**config.mk**
```make
export PLATFORM = sky130hd
export DESIGN_NAME = switch_port_rx
export DESIGN_NICKNAME = d
export VERILOG_FILES = /design/src/rtl/pkg_switch.sv /design/src/rtl/switch_rx_fifo.sv /design/src/rtl/switch_port_rx.sv
export SDC_FILE = /design/constraint.sdc
export NUM_CORES = 1
export LEC_CHECK = 0
export BUFFER_PORTS_ARGS = -buffer_cell sky130_fd_sc_hd__buf_2
export CAP_MARGIN = 5
export CORE_MARGIN = 2
export CORE_UTILIZATION = 50
export DETAILED_ROUTE_END_ITERATION = 16
export PLACE_DENSITY = 0.85
export SYNTH_ARGS = -nofsm -noshare
export SYNTH_HDL_FRONTEND = slang
export SYNTH_SLANG_ARGS = --single-unit
```
**constraint.sdc**
```tcl
create_clock -name clk -period 1.82 [get_ports clk]
set_input_delay 0.455 -clock clk [delete_from_list [all_inputs] [get_ports clk]]
set_output_delay 0.455 -clock clk [all_outputs]
set_load 0.005 [all_outputs]
```
**src/rtl/pkg_switch.sv**
```systemverilog
// Shared definitions for the switch port datapath: packet word layout,
// packet classification and the receive FIFO entry format.
package pkg_switch;

  localparam int NUM_PORTS = 4;

  localparam int DATA_MSB = 15;
  localparam int DATA_LSB = 8;
  localparam int SRC_MSB  = 7;
  localparam int SRC_LSB  = 4;
  localparam int TGT_MSB  = 3;
  localparam int TGT_LSB  = 0;

  localparam int ENTRY_W = 22;

  typedef enum logic [1:0] {
    SINGLE    = 2'd0,
    MULTICAST = 2'd1,
    BROADCAST = 2'd2,
    INVALID   = 2'd3
  } pkt_type_e;

  typedef enum logic {
    OUT_EMPTY   = 1'b0,
    OUT_PRESENT = 1'b1
  } out_state_e;

  typedef struct packed {
    logic [15:0] data;
    logic [3:0]  dest;
    pkt_type_e   ptype;
  } fifo_entry_t;

  function automatic pkt_type_e classify(input logic [NUM_PORTS-1:0] target);
    int unsigned ones;
    ones = 0;
    for (int i = 0; i < NUM_PORTS; i++) begin
      if (target[i]) ones++;
    end
    if (ones == 0)              return INVALID;
    else if (ones == 1)         return SINGLE;
    else if (target == '1)      return BROADCAST;
    else                        return MULTICAST;
  endfunction

endpackage

```
**src/rtl/switch_rx_fifo.sv**
```systemverilog
// Synchronous FIFO with registered read port; the read register prefetches
// the next head so a freshly written or freshly exposed entry is visible one edge later.
module switch_rx_fifo #(
  parameter int WIDTH = 22,
  parameter int DEPTH = 4
) (
  input  logic                     clk,
  input  logic                     rst,
  input  logic                     wr_en,
  input  logic [WIDTH-1:0]         wr_data,
  input  logic                     rd_en,
  output logic [WIDTH-1:0]         rd_data,
  output logic                     full,
  output logic                     empty,
  output logic [$clog2(DEPTH):0]   count
);

  localparam int AW = $clog2(DEPTH);
  localparam int CW = AW + 1;

  logic [WIDTH-1:0] mem_reg [DEPTH];
  logic [AW-1:0]    wr_ptr_reg;
  logic [AW-1:0]    rd_ptr_reg;
  logic [AW-1:0]    rd_ptr_next;
  logic [CW-1:0]    count_reg;
  logic [WIDTH-1:0] rd_data_reg;
  logic             do_wr;
  logic             do_rd;

  assign full        = (count_reg == CW'(DEPTH));
  assign empty       = (count_reg == '0);
  assign do_wr       = wr_en && !full;
  assign do_rd       = rd_en && !empty;
  assign rd_ptr_next = do_rd ? rd_ptr_reg + AW'(1) : rd_ptr_reg;
  assign count       = count_reg;
  assign rd_data     = rd_data_reg;

  always_ff @(posedge clk or negedge rst) begin
    if (!rst) begin
      wr_ptr_reg <= '0;
      rd_ptr_reg <= '0;
      count_reg  <= '0;
    end else begin
      if (do_wr) wr_ptr_reg <= wr_ptr_reg + AW'(1);
      rd_ptr_reg <= rd_ptr_next;
      case ({do_wr, do_rd})
        2'b10:   count_reg <= count_reg + CW'(1);
        2'b01:   count_reg <= count_reg - CW'(1);
        default: count_reg <= count_reg;
      endcase
    end
  end

  // Forward the write data when it lands on the slot becoming the new head.
  always_ff @(posedge clk) begin
    if (do_wr) mem_reg[wr_ptr_reg] <= wr_data;
    if (do_wr && (wr_ptr_reg == rd_ptr_next)) rd_data_reg <= wr_data;
    else                                      rd_data_reg <= mem_reg[rd_ptr_next];
  end

endmodule

```
**src/rtl/switch_port_rx.sv**
```systemverilog
// Ingress receiver for one switch port: validates, classifies and buffers packets,
// then offers them to the fabric. Define SWITCH_RX_STATS_EN to add the accepted-packet counter.
module switch_port_rx
  import pkg_switch::*;
#(
  parameter int PORT_ID    = 0,
  parameter int FIFO_DEPTH = 4,
  parameter int CNT_W      = 8
) (
  input  logic             clk,
  input  logic             rst,
  input  logic             ip_valid,
  input  logic [15:0]      ip_data,
  output logic             ip_suspend,
  output logic             fwd_valid,
  output logic [15:0]      fwd_data,
  output logic [3:0]       fwd_dest,
  output logic [1:0]       fwd_type,
  input  logic             fwd_ready,
  output logic [CNT_W-1:0] drop_cnt,
  output logic [15:0]      rx_pkt_cnt
);

  localparam int CW = $clog2(FIFO_DEPTH) + 1;

  logic [NUM_PORTS-1:0] own_mask;
  logic [NUM_PORTS-1:0] src;
  logic [NUM_PORTS-1:0] tgt;
  logic [NUM_PORTS-1:0] dest;
  logic                 pkt_ok;
  logic                 accept;
  logic                 wr_en;
  logic                 drop_en;
  logic                 rd_en;
  fifo_entry_t          wr_entry;
  fifo_entry_t          head;
  logic [ENTRY_W-1:0]   head_bits;
  logic                 fifo_full;
  logic                 fifo_empty;
  logic [CW-1:0]        fifo_count;
  out_state_e           state_reg;
  out_state_e           state_next;
  logic [CNT_W-1:0]     drop_cnt_reg;

  genvar gi;
  generate
    for (gi = 0; gi < NUM_PORTS; gi++) begin : g_own
      assign own_mask[gi] = (gi == PORT_ID);
    end
  endgenerate

  assign src  = ip_data[SRC_MSB:SRC_LSB];
  assign tgt  = ip_data[TGT_MSB:TGT_LSB];
  assign dest = tgt & ~own_mask;

  // A nonzero dest already implies a nonzero target; both are kept for clarity.
  assign pkt_ok  = (tgt != '0) && (src == own_mask) && (dest != '0);
  assign accept  = ip_valid && !ip_suspend;
  assign wr_en   = accept && pkt_ok;
  assign drop_en = accept && !pkt_ok;

  assign wr_entry = '{data:  {ip_data[DATA_MSB:DATA_LSB], src, tgt},
                      dest:  dest,
                      ptype: classify(tgt)};

  switch_rx_fifo #(
    .WIDTH (ENTRY_W),
    .DEPTH (FIFO_DEPTH)
  ) u_fifo (
    .clk     (clk),
    .rst     (rst),
    .wr_en   (wr_en),
    .wr_data (wr_entry),
    .rd_en   (rd_en),
    .rd_data (head_bits),
    .full    (fifo_full),
    .empty   (fifo_empty),
    .count   (fifo_count)
  );

  assign head       = head_bits;
  assign ip_suspend = fifo_full;

  always_ff @(posedge clk or negedge rst) begin
    if (!rst) state_reg <= OUT_EMPTY;
    else      state_reg <= state_next;
  end

  always_comb begin
    state_next = state_reg;
    rd_en      = 1'b0;
    fwd_valid  = 1'b0;
    fwd_data   = '0;
    fwd_dest   = '0;
    fwd_type   = SINGLE;
    case (state_reg)
      OUT_EMPTY: begin
        if (!fifo_empty) state_next = OUT_PRESENT;
      end
      OUT_PRESENT: begin
        fwd_valid = 1'b1;
        fwd_data  = head.data;
        fwd_dest  = head.dest;
        fwd_type  = head.ptype;
        if (fwd_ready) begin
          rd_en = 1'b1;
          // Something remains after this pop if another entry is queued or one arrives now.
          if (!((fifo_count > CW'(1)) || wr_en)) state_next = OUT_EMPTY;
        end
      end
      default: state_next = OUT_EMPTY;
    endcase
  end

  always_ff @(posedge clk or negedge rst) begin
    if (!rst)                                drop_cnt_reg <= '0;
    else if (drop_en && (drop_cnt_reg != '1)) drop_cnt_reg <= drop_cnt_reg + CNT_W'(1);
  end

  assign drop_cnt = drop_cnt_reg;

`ifdef SWITCH_RX_STATS_EN
  logic [15:0] rx_pkt_cnt_reg;

  always_ff @(posedge clk or negedge rst) begin
    if (!rst)                                    rx_pkt_cnt_reg <= '0;
    else if (wr_en && (rx_pkt_cnt_reg != 16'hFFFF)) rx_pkt_cnt_reg <= rx_pkt_cnt_reg + 16'd1;
  end

  assign rx_pkt_cnt = rx_pkt_cnt_reg;
`else
  assign rx_pkt_cnt = '0;
`endif

endmodule

```
=== Word-level counts from Yosys, hierarchy flattened ===
Memories as Yosys holds them, arrays and structs flattened. A register that Yosys moved wholly into a read port is not among the register bits.
Index checks and enable logic that the tools add are counted.

* Flip-flop bits (word level): 17
* Memory bits (writable): 84
* Output and inout port bits: 48
* Word-level logic and storage cells: 64
* Memories: 1

* $add $sub $neg: 8
* Magnitude comparators: 1
* Equal/unequal tests: 8
* Multiplexer cells: 21
* Bitwise logic cells: 1
* Reduce and logical (&&, ||, !) cells: 18

{| class="wikitable"
|+ Memories
! memory !! words !! width !! read ports !! clocked after memory_dff !! wr ports !! RTL line !! source
|-
| u_fifo.mem_reg || 4 || 21 || 1 || 1 || 1 || switch_rx_fifo.sv:21 || <nowiki>logic [WIDTH-1:0] mem_reg [DEPTH];</nowiki>
|}

{| class="wikitable"
|+ Operators by type and width
! operator !! number
|-
| $mux 32 || 3
|-
| $add 32x1->32 const B || 2
|-
| $eq 32x1->1 const B || 1
|-
| $logic_not 32->1 || 1
|-
| $mux 16 || 1
|-
| $mux 2 || 5
|-
| $logic_and 1x1->1 || 9
|-
| $mux 1 || 9
|-
| $add 8x1->8 const B || 1
|-
| $ne 8x8->1 const B || 1
|-
| $reduce_bool 4->1 || 2
|-
| $pmux 3 s2 || 1
|-
| $add 2x1->2 const B || 2
|-
| $eq 4x1->1 const B || 1
|-
| $eq 4x4->1 const B || 1
|-
| $mux 4 || 1
|-
| $add 3x1->3 const B || 1
|-
| $eq 3x3->1 const B || 1
|-
| $gt 3x1->1 const B || 1
|-
| $logic_not 1->1 || 3
|-
| $logic_not 3->1 || 1
|-
| $sub 3x1->3 const B || 1
|-
| $add 1x1->2 const B || 1
|-
| $eq 2x1->1 const B || 1
|-
| 6 further kinds || 6
|}

=== Longest topological paths before layout ===
* Depth in word-level cells: 10
* Depth in mapped cells: 11
* Mapped depth without buffers: 10

=== Modules after synthesis ===
A second synthesis with hierarchy kept.

* Cell total of the unflattened synthesis: 261
* Area total of the unflattened synthesis: 4594.4 um^2

{| class="wikitable"
|+ By module, submodules not included
! module !! times used !! cells each !! area an instance (um^2) !! seq. area each (um^2)
|-
| switch_rx_fifo || 1 || 153 || 3657.3 || 2857.7
|-
| switch_port_rx || 1 || 108 || 937.1 || 225.2
|}

=== Worst setup path before layout ===
OpenSTA, ideal clock, no wires.

* Kind: input to register
* Start: input port ip_data[0]
* End: memory u_fifo.mem_reg[0][0] (netlist bit) (enable)
* Library setup time: 376 ps
* Arrival: 1743 ps
* Data required time: 1444 ps
* Slack: -299 ps
* Stages: 7
* Cells stage by stage: inv_1 -> ha_1 -> nor2b_1 -> o31a_1 -> and3_1 -> buf_2 -> and2_1

* Longest elaborated chain between the ends: 7

{| class="wikitable"
|+ RTL lines
! element !! RTL line !! source
|-
| start: declaration || switch_port_rx.sv:13 || <nowiki>input logic [15:0] ip_data,</nowiki>
|-
| $reduce_bool 4->1 || switch_port_rx.sv:57 || <nowiki>assign pkt_ok = (tgt != '0) && (src == own_mask) && (dest != '0);</nowiki>
|-
| $logic_and 1x1->1 (2 in series) || switch_port_rx.sv:57 ||
|-
| $logic_and 1x1->1 || switch_port_rx.sv:59 || <nowiki>assign wr_en = accept && pkt_ok;</nowiki>
|-
| $logic_and 1x1->1 || switch_rx_fifo.sv:32 || <nowiki>assign do_wr = wr_en && !full;</nowiki>
|-
| $mux 1 || switch_rx_fifo.sv:56 || <nowiki>if (do_wr) mem_reg[wr_ptr_reg] <= wr_data;</nowiki>
|-
| $mux 1 (implied by the code) || switch_rx_fifo.sv:56 ||
|-
| end: declaration || switch_rx_fifo.sv:21 ||
|}

Every way passes these cells.

==> impl_metrics.tcl <==
set metrics [dict create \
    finalCritPeriodShare_pct 121.9 \
    final_antenna_net_count 0 \
    path_clk_slew_ps 90 \
    synthFlopType "edfxtp_1" \
    grt_pass1_vias 2205 \
    yosysWarnings 0 \
    status "finished, violations left" \
    ys_seq_area_share_pct 64.92 \
    crit_chain "clkbuf_16 -> mux4_2 -> and2_4 -> buf_6" \
    area_growth_pct 25.37 \
    grt_setup_unrepaired "true" \
    cp_slowest_cell "mux4_2" \
    pin_count 68 \
    die_h_um 93.54 \
    hpwl_um 4675 \
    cts_tree "done" \
    yosysUniqueCellTypes 40 \
    worstSkewPairLatency_ps 350 \
    synth_async_sr_flop_share_pct 17.78 \
    io_buffer_count 50 \
    cp_data_arrival_time_ps 1760 \
    layout.nets 366 \
    clock_path_buffers 2 \
    rows 32 \
    cp_top_family "multiplexers" \
    worstPathMaxFanout 4 \
    drive_gt1_share_pct 44.51 \
    multiInputGateArea_mm2 0.001305 \
    drt_iter0_markers 132 \
    drc_errors 0 \
    grt_use_total_pct 17.75 \
    violations "negative setup slack" \
    critPathMaxStageDelay_ps 500 \
    power.share.clock_pct 19.4 \
    grt-ovfl-total 0 \
    fmax_mhz 450.6 \
    vias 2244 \
    via_per_inst 5.112 \
    grt_start_max_net_pins 19 \
    worst_slew_pin_slew_ps 504.5 \
    relSlewSlack_pct 66.08 \
    htree_levels 3 \
    gp_congestion 0.8395 \
    design.core.area_mm2 0.007767 \
    final_common_cell "edfxtp_1" \
    start_util_pct 51.61 \
    switching_power_w 0.002053 \
    grt_pass1_wl_um 11370 \
    cts-buffers-inserted 9 \
    swShare_pct 29.47 \
    vdd_drop_max_mv 0.9955 \
    netlist_area_mm2 0.004009 \
    routed_wl_um 7399 \
    p_leak_nw 1.955 \
    setup_viol_count_final 21 \
    end_kind "primary output" \
    slew_viol_final 0 \
    p_per_area_mw_per_mm2 1386 \
    syn-instance-count 248 \
    p_seq_share_pct 38.2 \
    synth_edf_count 72 \
    skew_ps 8.658 \
    p_int_w 0.004912 \
    layout_common_cells "edfxtp_1 (72), buf_2 (36), buf_4 (24)" \
    critPathBufInv 2 \
    period_needed_ps 2219 \
    antenna_found_initial 0 \
    worst-setup-path-type "reg2out" \
    synth-seq-cells 90 \
    combPwrFrac_pct 42.4 \
    fin_ws_ps -399.4 \
    pre_cts_ws_ps -270.7 \
    clkSinkCount 90 \
    start_kind "flip-flop" \
    largest_register_ffs 72 \
    cp.required_ps 1360 \
    drt_pass1_iterations 4 \
    register_area_mm2 0.002606 \
    hold_viol_final 0 \
    wl_per_cell_um 16.85 \
    dieWidth_um 93.54 \
    clockRootBuffer "clkbuf_8" \
    die_area_mm2 0.008750 \
    final.fill_count 516 \
    synth.avg_cell_area_um2 16.16 \
    holdCritPathClass "in2reg" \
    final_util_pct 64.71 \
    holdWs_ps 310.2 \
    drv_cap 0 \
    antennaDiodeCount 0 \
]
==> logic make-up (layout without fill, tap and decap cells) <==
group / Yosys count / after routing / synth area share (%)
buffers and inverters: 40 / 113 / 5.992
AND/OR/NAND/NOR: 56 / 56 / 8.833
multiplexers: 20 / 20 / 10.64
XOR/XNOR: 12 / 12 / 2.622
AO/OA/AOI/OAI: 15 / 15 / 2.528
adder cells (fa/ha/maj): 14 / 14 / 4.370
other: 1 / 17 / 0.09354
flip-flops: 90 / 90 / 64.92
==> synth_stat cells, types with 2 or more instances <==
library cell | instances | area share (%)
nor2b_1 | 2 | 0.31
ha_1 | 14 | 4.4
nor4b_1 | 3 | 0.66
nand2_1 | 11 | 1.0
xnor2_1 | 7 | 1.5
dfrtp_1 | 16 | 10
nor2_1 | 6 | 0.56
edfxtp_1 | 72 | 54
dfxtp_1 | 2 | 1.0
nand3_1 | 4 | 0.50
xor2_1 | 5 | 1.1
mux4_2 | 18 | 10
o21a_1 | 2 | 0.37
inv_1 | 12 | 1.1
buf_4 | 21 | 3.9
clkbuf_1 | 2 | 0.19
a21oi_1 | 2 | 0.25
o21ai_0 | 5 | 0.62
buf_2 | 2 | 0.25
and2_1 | 22 | 3.4
==> final cells by class <==
| cell class | instances | area share [%] |
|---|---|---|
| sequential | 90 | 51.85 |
| multi-input combinational | 134 | 25.96 |
| timing repair buffer | 85 | 14.66 |
| tap | 102 | 2.539 |
| clock buffer | 9 | 2.465 |
| clock inverter | 7 | 1.519 |
| inverter | 12 | 0.9958 |
==> worst paths after layout <==
kind | start | end | slack, ps | depth (start not counted)
worst min register to register | u_fifo.rd_ptr_reg[1] | u_fifo.rd_ptr_reg[1] | 480 | 1
max in group asynchronous | rst | drop_cnt[3] | 1020 | 2
min in group asynchronous | rst | u_fifo.count[1] | 530 | 2
worst max register to register | drop_cnt[0] | drop_cnt[1] | 120 | 5
worst min-delay path | ip_data[15] | u_fifo.mem_reg[3][20] | 310 | 1
worst max-delay path | flip-flop | fwd_dest[2] | -400 | 4
==> stage by stage <==
stage | total power [W] | area [µm²] | TNS (ps) | std cells
global route | 0.007391 | 5026 | -9034 | 439
floorplan | 0.004105 | 4116 | -3210 | 264
detailed placement | 0.004851 | 4542 | -21060 | 412
CTS | 0.006564 | 4868 | -7468 | 433
global placement | 0.004819 | 4542 | -14960 | 412
finish | 0.006965 | 5026 | -7490 | 439
==> routing by layer <==
metal / vias to the layer above / global-route usage (%) / wire length, µm
met5: - / 0 / 0
met4: 0 / 5.797 / 104
met3: 9 / 4.674 / 472
met2: 85 / 29.14 / 3788
met1: 1103 / 23.28 / 3034
li1: 1047 / - / -
==> what timing repair did <==
item                                    CTS  global route
gates resized for setup                  18            17
gates cloned                              1             2
pin swaps                                 0            17
endpoints found under the hold margin    16             0
buffers inserted                          3             4
hold buffers                              1             0
endpoints found under the setup margin   22            24
==> power groups by stage <==
| stage | Combinational, W | Sequential (W) | Clock [W] |
|---|---|---|---|
| after floorplan | 0.00148 | 0.00262 | 0 |
| after global placement | 0.00217 | 0.00264 | 0 |
| after detailed placement | 0.00220 | 0.00266 | 0 |
| after CTS | 0.00254 | 0.00264 | 0.00138 |
| after global routing | 0.00322 | 0.00270 | 0.00147 |
| final | 0.00295 | 0.00266 | 0.00135 |
(Power assumes the default switching activity.)
